File: src/rtl/game_control.sv
// Frame sequencer for the flappy-bird datapath: erase, move, collide, redraw.
// Owns flap requests, score, game-over and the draw watchdog.
module game_control #(
    parameter logic [15:0] DRAW_TIMEOUT = 16'd20000,
    parameter logic [7:0]  SCORE_MAX    = 8'd255
) (
    input  logic       clk,
    input  logic       reset,
    input  logic       go,
    input  logic       frame_tick,
    input  logic       finished_draw,
    input  logic       collision,
    input  logic       wall_wrap,
    output logic [3:0] cur_state,
    output logic       start_draw,
    output logic       plot,
    output logic       erase,
    output logic       update_pos,
    output logic       flap,
    output logic       game_reset,
    output logic [7:0] score,
    output logic       game_over,
    output logic       draw_timeout,
    output logic       frame_overrun
);

    typedef enum logic [3:0] {
        S_IDLE, S_WAIT, S_E_BIRD, S_E_TOP, S_E_BOT, S_UPDATE,
        S_CHECK, S_D_BIRD, S_D_TOP, S_D_BOT, S_OVER
    } state_e;

    function automatic logic is_draw(state_e s);
        case (s)
            S_E_BIRD, S_E_TOP, S_E_BOT,
            S_D_BIRD, S_D_TOP, S_D_BOT: return 1'b1;
            default:                    return 1'b0;
        endcase
    endfunction

    function automatic state_e next_draw(state_e s);
        case (s)
            S_E_BIRD: return S_E_TOP;
            S_E_TOP:  return S_E_BOT;
            S_E_BOT:  return S_UPDATE;
            S_D_BIRD: return S_D_TOP;
            S_D_TOP:  return S_D_BOT;
            default:  return S_WAIT;
        endcase
    endfunction

    state_e      state_q, state_d;
    logic        go_q;
    logic        tick_pending_q, tick_pending_d;
    logic        flap_pending_q, flap_pending_d;
    logic        done_q, done_d;
    logic [15:0] cnt_q, cnt_d;
    logic [3:0]  cur_state_q, cur_state_d;
    logic        start_draw_q, start_draw_d;
    logic        plot_q, plot_d;
    logic        erase_q, erase_d;
    logic        update_pos_q, update_pos_d;
    logic        flap_q, flap_d;
    logic        game_reset_q, game_reset_d;
    logic [7:0]  score_q, score_d;
    logic        game_over_q, game_over_d;
    logic        draw_timeout_q, draw_timeout_d;
    logic        frame_overrun_q, frame_overrun_d;

    logic go_rise, in_draw, fd_ok, to_hit, pend, entering;

    always_comb begin
        state_d         = state_q;
        tick_pending_d  = tick_pending_q;
        done_d          = done_q;
        score_d         = score_q;
        draw_timeout_d  = draw_timeout_q;
        frame_overrun_d = frame_overrun_q;
        game_reset_d    = 1'b0;

        go_rise = go & ~go_q;
        in_draw = is_draw(state_q);
        // finished_draw only counts after the start pulse and once per rectangle
        fd_ok   = in_draw & finished_draw & ~start_draw_q & ~done_q;
        to_hit  = in_draw & ~done_q & ~fd_ok &
                  (cnt_q == DRAW_TIMEOUT - 16'd1);

        if (frame_tick && state_q != S_WAIT && state_q != S_OVER) begin
            if (tick_pending_q) frame_overrun_d = 1'b1;
            else                tick_pending_d  = 1'b1;
        end

        pend = flap_pending_q |
               (go_rise & (state_q != S_IDLE) & (state_q != S_OVER));
        flap_pending_d = pend;

        if (fd_ok) done_d = 1'b1;

        case (state_q)
            S_IDLE: begin
                if (go_rise) begin
                    state_d        = S_WAIT;
                    game_reset_d   = 1'b1;
                    score_d        = 8'd0;
                    tick_pending_d = 1'b0;
                end
            end
            S_WAIT: begin
                if (frame_tick || tick_pending_q) begin
                    state_d        = S_E_BIRD;
                    tick_pending_d = 1'b0;
                end
            end
            S_UPDATE: begin
                flap_pending_d = 1'b0;
                if (wall_wrap && score_q < SCORE_MAX)
                    score_d = score_q + 8'd1;
                state_d = S_CHECK;
            end
            S_CHECK: state_d = collision ? S_OVER : S_D_BIRD;
            S_OVER: begin
                if (go_rise) state_d = S_IDLE;
            end
            default: begin
                if (done_q || to_hit) state_d = next_draw(state_q);
                if (to_hit) draw_timeout_d = 1'b1;
            end
        endcase

        entering = (state_d != state_q);
        if (entering) done_d = 1'b0;
        cnt_d = (entering || !is_draw(state_d)) ? 16'd0 : cnt_q + 16'd1;

        case (state_d)
            S_E_BIRD, S_D_BIRD: cur_state_d = 4'd0;
            S_E_TOP,  S_D_TOP:  cur_state_d = 4'd1;
            S_E_BOT,  S_D_BOT:  cur_state_d = 4'd2;
            default:            cur_state_d = 4'd3;
        endcase

        erase_d      = (state_d == S_E_BIRD) | (state_d == S_E_TOP) |
                       (state_d == S_E_BOT);
        start_draw_d = is_draw(state_d) & entering;
        plot_d       = is_draw(state_d) & (entering | (plot_q & ~fd_ok));
        update_pos_d = (state_d == S_UPDATE);
        flap_d       = (state_d == S_UPDATE) & pend;
        game_over_d  = (state_d == S_OVER);
    end

    always_ff @(posedge clk) begin
        if (reset) begin
            state_q         <= S_IDLE;
            go_q            <= 1'b0;
            tick_pending_q  <= 1'b0;
            flap_pending_q  <= 1'b0;
            done_q          <= 1'b0;
            cnt_q           <= 16'd0;
            cur_state_q     <= 4'd3;
            start_draw_q    <= 1'b0;
            plot_q          <= 1'b0;
            erase_q         <= 1'b0;
            update_pos_q    <= 1'b0;
            flap_q          <= 1'b0;
            game_reset_q    <= 1'b0;
            score_q         <= 8'd0;
            game_over_q     <= 1'b0;
            draw_timeout_q  <= 1'b0;
            frame_overrun_q <= 1'b0;
        end else begin
            state_q         <= state_d;
            go_q            <= go;
            tick_pending_q  <= tick_pending_d;
            flap_pending_q  <= flap_pending_d;
            done_q          <= done_d;
            cnt_q           <= cnt_d;
            cur_state_q     <= cur_state_d;
            start_draw_q    <= start_draw_d;
            plot_q          <= plot_d;
            erase_q         <= erase_d;
            update_pos_q    <= update_pos_d;
            flap_q          <= flap_d;
            game_reset_q    <= game_reset_d;
            score_q         <= score_d;
            game_over_q     <= game_over_d;
            draw_timeout_q  <= draw_timeout_d;
            frame_overrun_q <= frame_overrun_d;
        end
    end

    assign cur_state     = cur_state_q;
    assign start_draw    = start_draw_q;
    assign plot          = plot_q;
    assign erase         = erase_q;
    assign update_pos    = update_pos_q;
    assign flap          = flap_q;
    assign game_reset    = game_reset_q;
    assign score         = score_q;
    assign game_over     = game_over_q;
    assign draw_timeout  = draw_timeout_q;
    assign frame_overrun = frame_overrun_q;

endmodule

File: config.mk
export PLATFORM = sky130hd
export DESIGN_NAME = game_control
export DESIGN_NICKNAME = d
export VERILOG_FILES = /design/src/rtl/game_control.sv
export SDC_FILE = /design/constraint.sdc
export NUM_CORES = 1
export LEC_CHECK = 0
export ABC_AREA = 1
export CORE_MARGIN = 1.5
export CORE_UTILIZATION = 45
export DETAILED_ROUTE_END_ITERATION = 6
export GPL_TIMING_DRIVEN = 1
export PLACE_DENSITY = 0.69
export SETUP_SLACK_MARGIN = 0.1
export SYNTH_ARGS = -nofsm -noshare
export SYNTH_HDL_FRONTEND = slang
export SYNTH_SLANG_ARGS = --single-unit
export TNS_END_PERCENT = 100
File: constraint.sdc
create_clock -name clk -period 4.25 [get_ports clk]
set_input_delay 0.425 -clock clk [delete_from_list [all_inputs] [get_ports clk]]
set_output_delay 0.425 -clock clk [all_outputs]
set_load 0.02 [all_outputs]
=== Word level (Yosys, flattened, before mapping) ===
Index checks and enable logic that the tools add are counted.

* Shift operators: 0
* Multiply operators: 0
* Equality and inequality tests: 24
* Div/mod/pow operators: 0
* Mux-type cells: 18
* Magnitude comparators: 1
* Add/sub/neg operators: 2
* Bitwise gates (word level): 23
* Reductions and logical operators: 23

{| class="wikitable"
|+ Operators by type and width
! operator !! count
|-
| case mux 4 bit (5 select lines) || 2
|-
| == test 4 x 3 -> 1 bit (second input constant) || 7
|-
| == test 4 bit (second input constant) || 6
|-
| 2-to-1 mux 4 bit || 5
|-
| adder 16 x 1 -> 16 bit (second input constant) || 1
|-
| == test 16 x 15 -> 1 bit (second input constant) || 1
|-
| == test 4 x 2 -> 1 bit (second input constant) || 4
|-
| 2-to-1 mux 8 bit || 2
|-
| case mux 8 bit (2 select lines) || 1
|-
| OR reduction 2 bit || 7
|-
| AND 1 bit || 13
|-
| OR reduction 6 bit || 2
|-
| adder 8 x 1 -> 8 bit (second input constant) || 1
|-
| < comparator 8 bit (second input constant) || 1
|-
| 2-to-1 mux 1 bit || 6
|-
| inverter 1 bit || 6
|-
| case mux 2 bit (3 select lines) || 1
|-
| OR reduction 5 bit || 1
|-
| == test 4 x 1 -> 1 bit (second input constant) || 1
|-
| zero test 4 bit || 1
|-
| inequality test 2 bit (second input constant) || 2
|-
| inequality test 4 x 1 -> 1 bit (second input constant) || 1
|-
| inequality test 4 bit || 1
|-
| inequality test 4 bit (second input constant) || 1
|-
| other kinds (9) || 17
|}

* Input bits: 7
* Memory bits (writable): 0
* Register bits: 45
* Memories kept: 0
* Bits in latches: 0
* Bits in read-only memories: 0

=== Logic depth before layout (Yosys ltp) ===
* Depth in word-level cells: 18
* Depth in mapped cells: 18
* Depth with buffers taken out: 17

=== Worst setup path after synthesis ===
OpenSTA, ideal clock, no wires.

* Kind: flip-flop to flip-flop
* Start: register cnt_q[0]
* End: register cnt_q[10]
* Slack: 2144 ps
* Arrival: 1986 ps
* Cell stages (with the launch flop): 18
* Library setup time: 120 ps
* Buffers on the path: 1
* Required time: 4130 ps
* Cells stage by stage: dfxtp_1 -> ha_1 -> nand2_1 -> nor2_2 -> nand3_1 -> nor2_1 -> nand2_4 -> nand3_1 -> nand2_2 -> nand2_4 -> inv_2 -> nand2_2 -> nor2_2 -> nor2_2 -> nand2_4 -> nand3_4 -> buf_12 -> nor2_4

* Word-level cells in the longest chain between the ends: 11
* Elaborated cells on any way between the ends: 18
* Those cells by class: 1 x add/sub; 8 x eq/ne; 3 x mux; 1 x bitwise; 5 x reduce/logical

{| class="wikitable"
|+ RTL lines
! item !! line !! source
|-
| start: declaration || 56 || <nowiki>logic [15:0] cnt_q, cnt_d;</nowiki>
|-
| start signal: assignment || 174 || <nowiki>cnt_q <= cnt_d;</nowiki>
|-
| == test 16 x 15 -> 1 bit || 85 || <nowiki>(cnt_q == DRAW_TIMEOUT - 16'd1);</nowiki>
|-
| AND 1 bit || 84 || <nowiki>to_hit = in_draw & ~done_q & ~fd_ok &</nowiki>
|-
| logical OR 1 bit || 124 || <nowiki>if (done_q || to_hit) state_d = next_draw(state_q);</nowiki>
|-
| 2-to-1 mux 4 bit || 124 ||
|-
| case mux 4 bit (5 select lines) || 98 || <nowiki>case (state_q)</nowiki>
|-
| == test 4 x 2 -> 1 bit (tied with other cells) || 33 || <nowiki>case (s)</nowiki>
|-
| OR reduction 6 bit || 33 ||
|-
| 2-to-1 mux 1 bit || 33 ||
|-
| zero test 1 bit || 131 || <nowiki>cnt_d = (entering || !is_draw(state_d)) ? 16'd0 : cnt_q + 16'd1;</nowiki>
|-
| logical OR 1 bit || 131 ||
|-
| OR reduction 2 bit (no source line) || -- ||
|}

Parallel ways exist; a longest one is shown, timed or not.
A chain may end at the register's enable or synchronous reset.

=== Worst setup path after layout ===
* Start: register cnt_q[0]
* End: register cnt_q[2]

The elaborated chain is that of the path after synthesis.

==> out/metrics.yaml <==
run_status: "completed"
floorplan.core_area_um2: 5140
number_of_gates_resized_after_cts: 0
timing.final.crit_period_ns: 2.49
residual_antenna_violating_net_count_after_detailed_routing: 0
critPathMaxStageDelay_ns: 0.40
max_cap_viol_count: 0
detailedPlacementHpwl_um: 3660
critPathArrivalTime_ns: 2.70
post_cts.repair.setup_buffers: 0
tightest_slew_ns: 0.650
cp_data_required_time_ns: 4.46
synth-compound-area-share: 0.0572
number_of_global_route_vias_before_repair: 2032
maximum_number_of_pins_on_one_net_before_global_route_repair: 19
total_leakage_power_uw: 0.00109
critical_path.top_delay_family: "simple AND/OR/NAND/NOR gates"
total_power_uw: 1580
setup_tns_ns: 0
min_path_type: "flip-flop to flip-flop"
critPathSlowestCell: "sky130_fd_sc_hd__dfxtp_1"
design_area_um2: 2850
cts_max_path_buffers: 2
synth.distinct_cells: 33
tritoncts_clock_tree: "yes"
floorplan.die_area_um2: 5850
synth-warning-count: 0
worstPathMaxFanout: 16
drt_pre_antenna_iters: 4
drt-total-wl_um: 4740
postSynthCellCount: 329
final_core_util: 0.554
post_drt_via_cell_ratio: 4.77
pwr_density_cell_nw_per_um2: 556
route.vias.total: 2035
fill_cells: 511
setup_viol_count_final: 0
die_w_um: 76.5
worst_ir_drop_vdd_mv: 0.298
smallest_hold_slack_ns: 0.461
timing.clock.skew_ns: 0.00922
combinational_family_with_the_most_area_after_synthesis: "simple AND/OR/NAND/NOR gates"
worst_setup_ep_type: "flip-flop"
drv_slew: 0
cp_num_buf_inv: 0
detail_route.wl_per_cell_um: 11.1
num_antenna_cells: 0
layout.cells.most_common: "sky130_fd_sc_hd__nand2_1"
worst_setup_hold_path_clk_slew_ns: 0.09
cts_sinks: 43
gp_congestion: 0.884
synth_simple_gate_area_share: 0.418
drive_above_1_share: 0.185
grt_setup_unrepaired: "no"
antenna_found_initial: 0
max_freq_ghz: 0.402
groute.usage.overall: 0.173
timing.max_slew.rel_slack: 0.566
starting_density_of_the_core: 0.472
grt_overflow: 0
post_synth_fa_ha_maj_area_fraction: 0.0103
final-hold-violation-count: 0
die_height_um: 76.5
cp_cell_sequence: "ha_1 -> nand2_1 -> nor2_2 -> nand3_1 -> nor2_1 -> nand2_4 -> nand3_1 -> nand3_1 -> nand2_1 -> nand2_1 -> nor2_2 -> nor2_2 -> nand2_4 -> nand3_4 -> nor2_1"
final_cell_mix: "52 x sky130_fd_sc_hd__nand2_1, 49 x sky130_fd_sc_hd__nor2_1, 43 x sky130_fd_sc_hd__dfxtp_1"
postSynthRegisterBits: 43
layout.nets: 365
seq_area_frac_synth: 0.354
post_cts_hold_buffer_count: 0
dr.first_iter.drc_count: 45
crit_type: "flip-flop to flip-flop"
fp-row-count: 26
yosys.area_share.xor_xnor: 0.0541
mappedNetlistArea_um2: 2430
synthesis.area_per_instance_um2: 7.38
number_of_h_tree_levels: 2
port-buffer-count: 25
clock_tree.root_cell: "sky130_fd_sc_hd__clkbuf_8"
timing.critical_path.from_type: "flip-flop"
numCtsBuffers: 5
area_delta_synth_final_pct: 17.2
grt_first_pass_wirelength_um: 8400
drcViolationCount: 0
min_period_over_period: 0.586
worstHoldStart: "frame_overrun"
dpl-instance-area_um2: 2710
top_level_ports: 28
critical_path.startpoint: "cnt_q[0]"
synthMuxAreaShare: 0
timing.rr.start: "cnt_q[0]"
source_to_sink_clock_delay_at_the_later_pin_of_the_worst_skew_pair_ns: 0.29
-- cell families (layout without fill, tap and decap cells) --
family          count (synthesis)  after routing
xor+xnor                       15             15
fa+ha+maj                       2              2
simple gates                  190            190
flops                          43             43
buf+inv                        58             85
other cells                     1              2
compound gates                 20             20
-- per-layer routing --
metal  vias up  global-route usage  share of wire
met1       917               0.203           0.45
met4         0              0.0407          0.010
met2        32               0.316           0.50
met3         6              0.0407          0.035
met5         -                   0              0
li1       1080                   -              -
-- power by group --
group	switching [uW]	leakage [uW]	internal, uW	total, uW
Sequential	37.9	0.000349	443	481
Clock	141	0.0000654	235	376
Combinational	485	0.000678	239	724
-- synth_stat cells (all sizes together) --
master / number / share of area
nor2: 72 / 0.16
nand4: 3 / 0.014
xor2: 14 / 0.050
o21ai: 2 / 0.0041
nand3b: 1 / 0.0031
o21bai: 1 / 0.0077
conb: 1 / 0.0015
a211oi: 4 / 0.012
nand2: 67 / 0.13
a31o: 1 / 0.0036
clkbuf: 1 / 0.0015
o2111ai: 1 / 0.0036
nor4: 2 / 0.0052
dfxtp: 43 / 0.35
nor3b: 1 / 0.0031
nand3: 35 / 0.083
buf: 5 / 0.022
nor3: 9 / 0.019
ha: 2 / 0.010
inv: 52 / 0.080
o211ai: 1 / 0.0052
xnor2: 1 / 0.0036
a21oi: 10 / 0.021
-- through the flow --
stage | setup slack, ns | instances
2_1_floorplan | 2.14 | 330
3_3_place_gp | 1.61 | 419
3_5_place_dp | 1.53 | 419
4_1_cts | 1.74 | 427
5_1_grt | 1.49 | 427
6_report | 1.76 | 427
-- worst register-to-register path: stages, from the launching register on --
cell                      delay [ns]
sky130_fd_sc_hd__dfxtp_1        0.40
sky130_fd_sc_hd__ha_1           0.21
sky130_fd_sc_hd__nand2_1        0.08
sky130_fd_sc_hd__nor2_2         0.16
sky130_fd_sc_hd__nand3_1        0.10
sky130_fd_sc_hd__nor2_1         0.18
sky130_fd_sc_hd__nand2_4        0.11
sky130_fd_sc_hd__nand3_1        0.08
sky130_fd_sc_hd__nand3_1        0.09
sky130_fd_sc_hd__nand2_1        0.11
sky130_fd_sc_hd__nand2_1        0.08
sky130_fd_sc_hd__nor2_2         0.14
sky130_fd_sc_hd__nor2_2         0.07
sky130_fd_sc_hd__nand2_4        0.10
sky130_fd_sc_hd__nand3_4        0.30
sky130_fd_sc_hd__nor2_1         0.21
-- flip-flops by register name, summed over array words and instances, names as in the netlist, 2 cells and up --
signal / flops
cnt_q: 16
score: 8
state_q: 4
cur_state: 2
-- area by class of cell --
cell class	count	area, um2	area share
tap	70	87.6	0.0308
timing repair buffer	25	250	0.0880
clock inverter	2	60.1	0.0211
multi-input combinational	229	1320	0.463
sequential	43	861	0.303
clock buffer	6	72.6	0.0255
inverter	52	195	0.0686
-- final timing paths --
check / to / slack, ns / depth (start not counted)
worst max-delay path: cnt_q[2] / 1.76 / 15
worst min-delay path: frame_overrun / 0.46 / 2
worst max register to register: cnt_q[2] / 1.76 / 15
worst min register to register: frame_overrun / 0.46 / 2
Power figures use the tool's default switching activity.
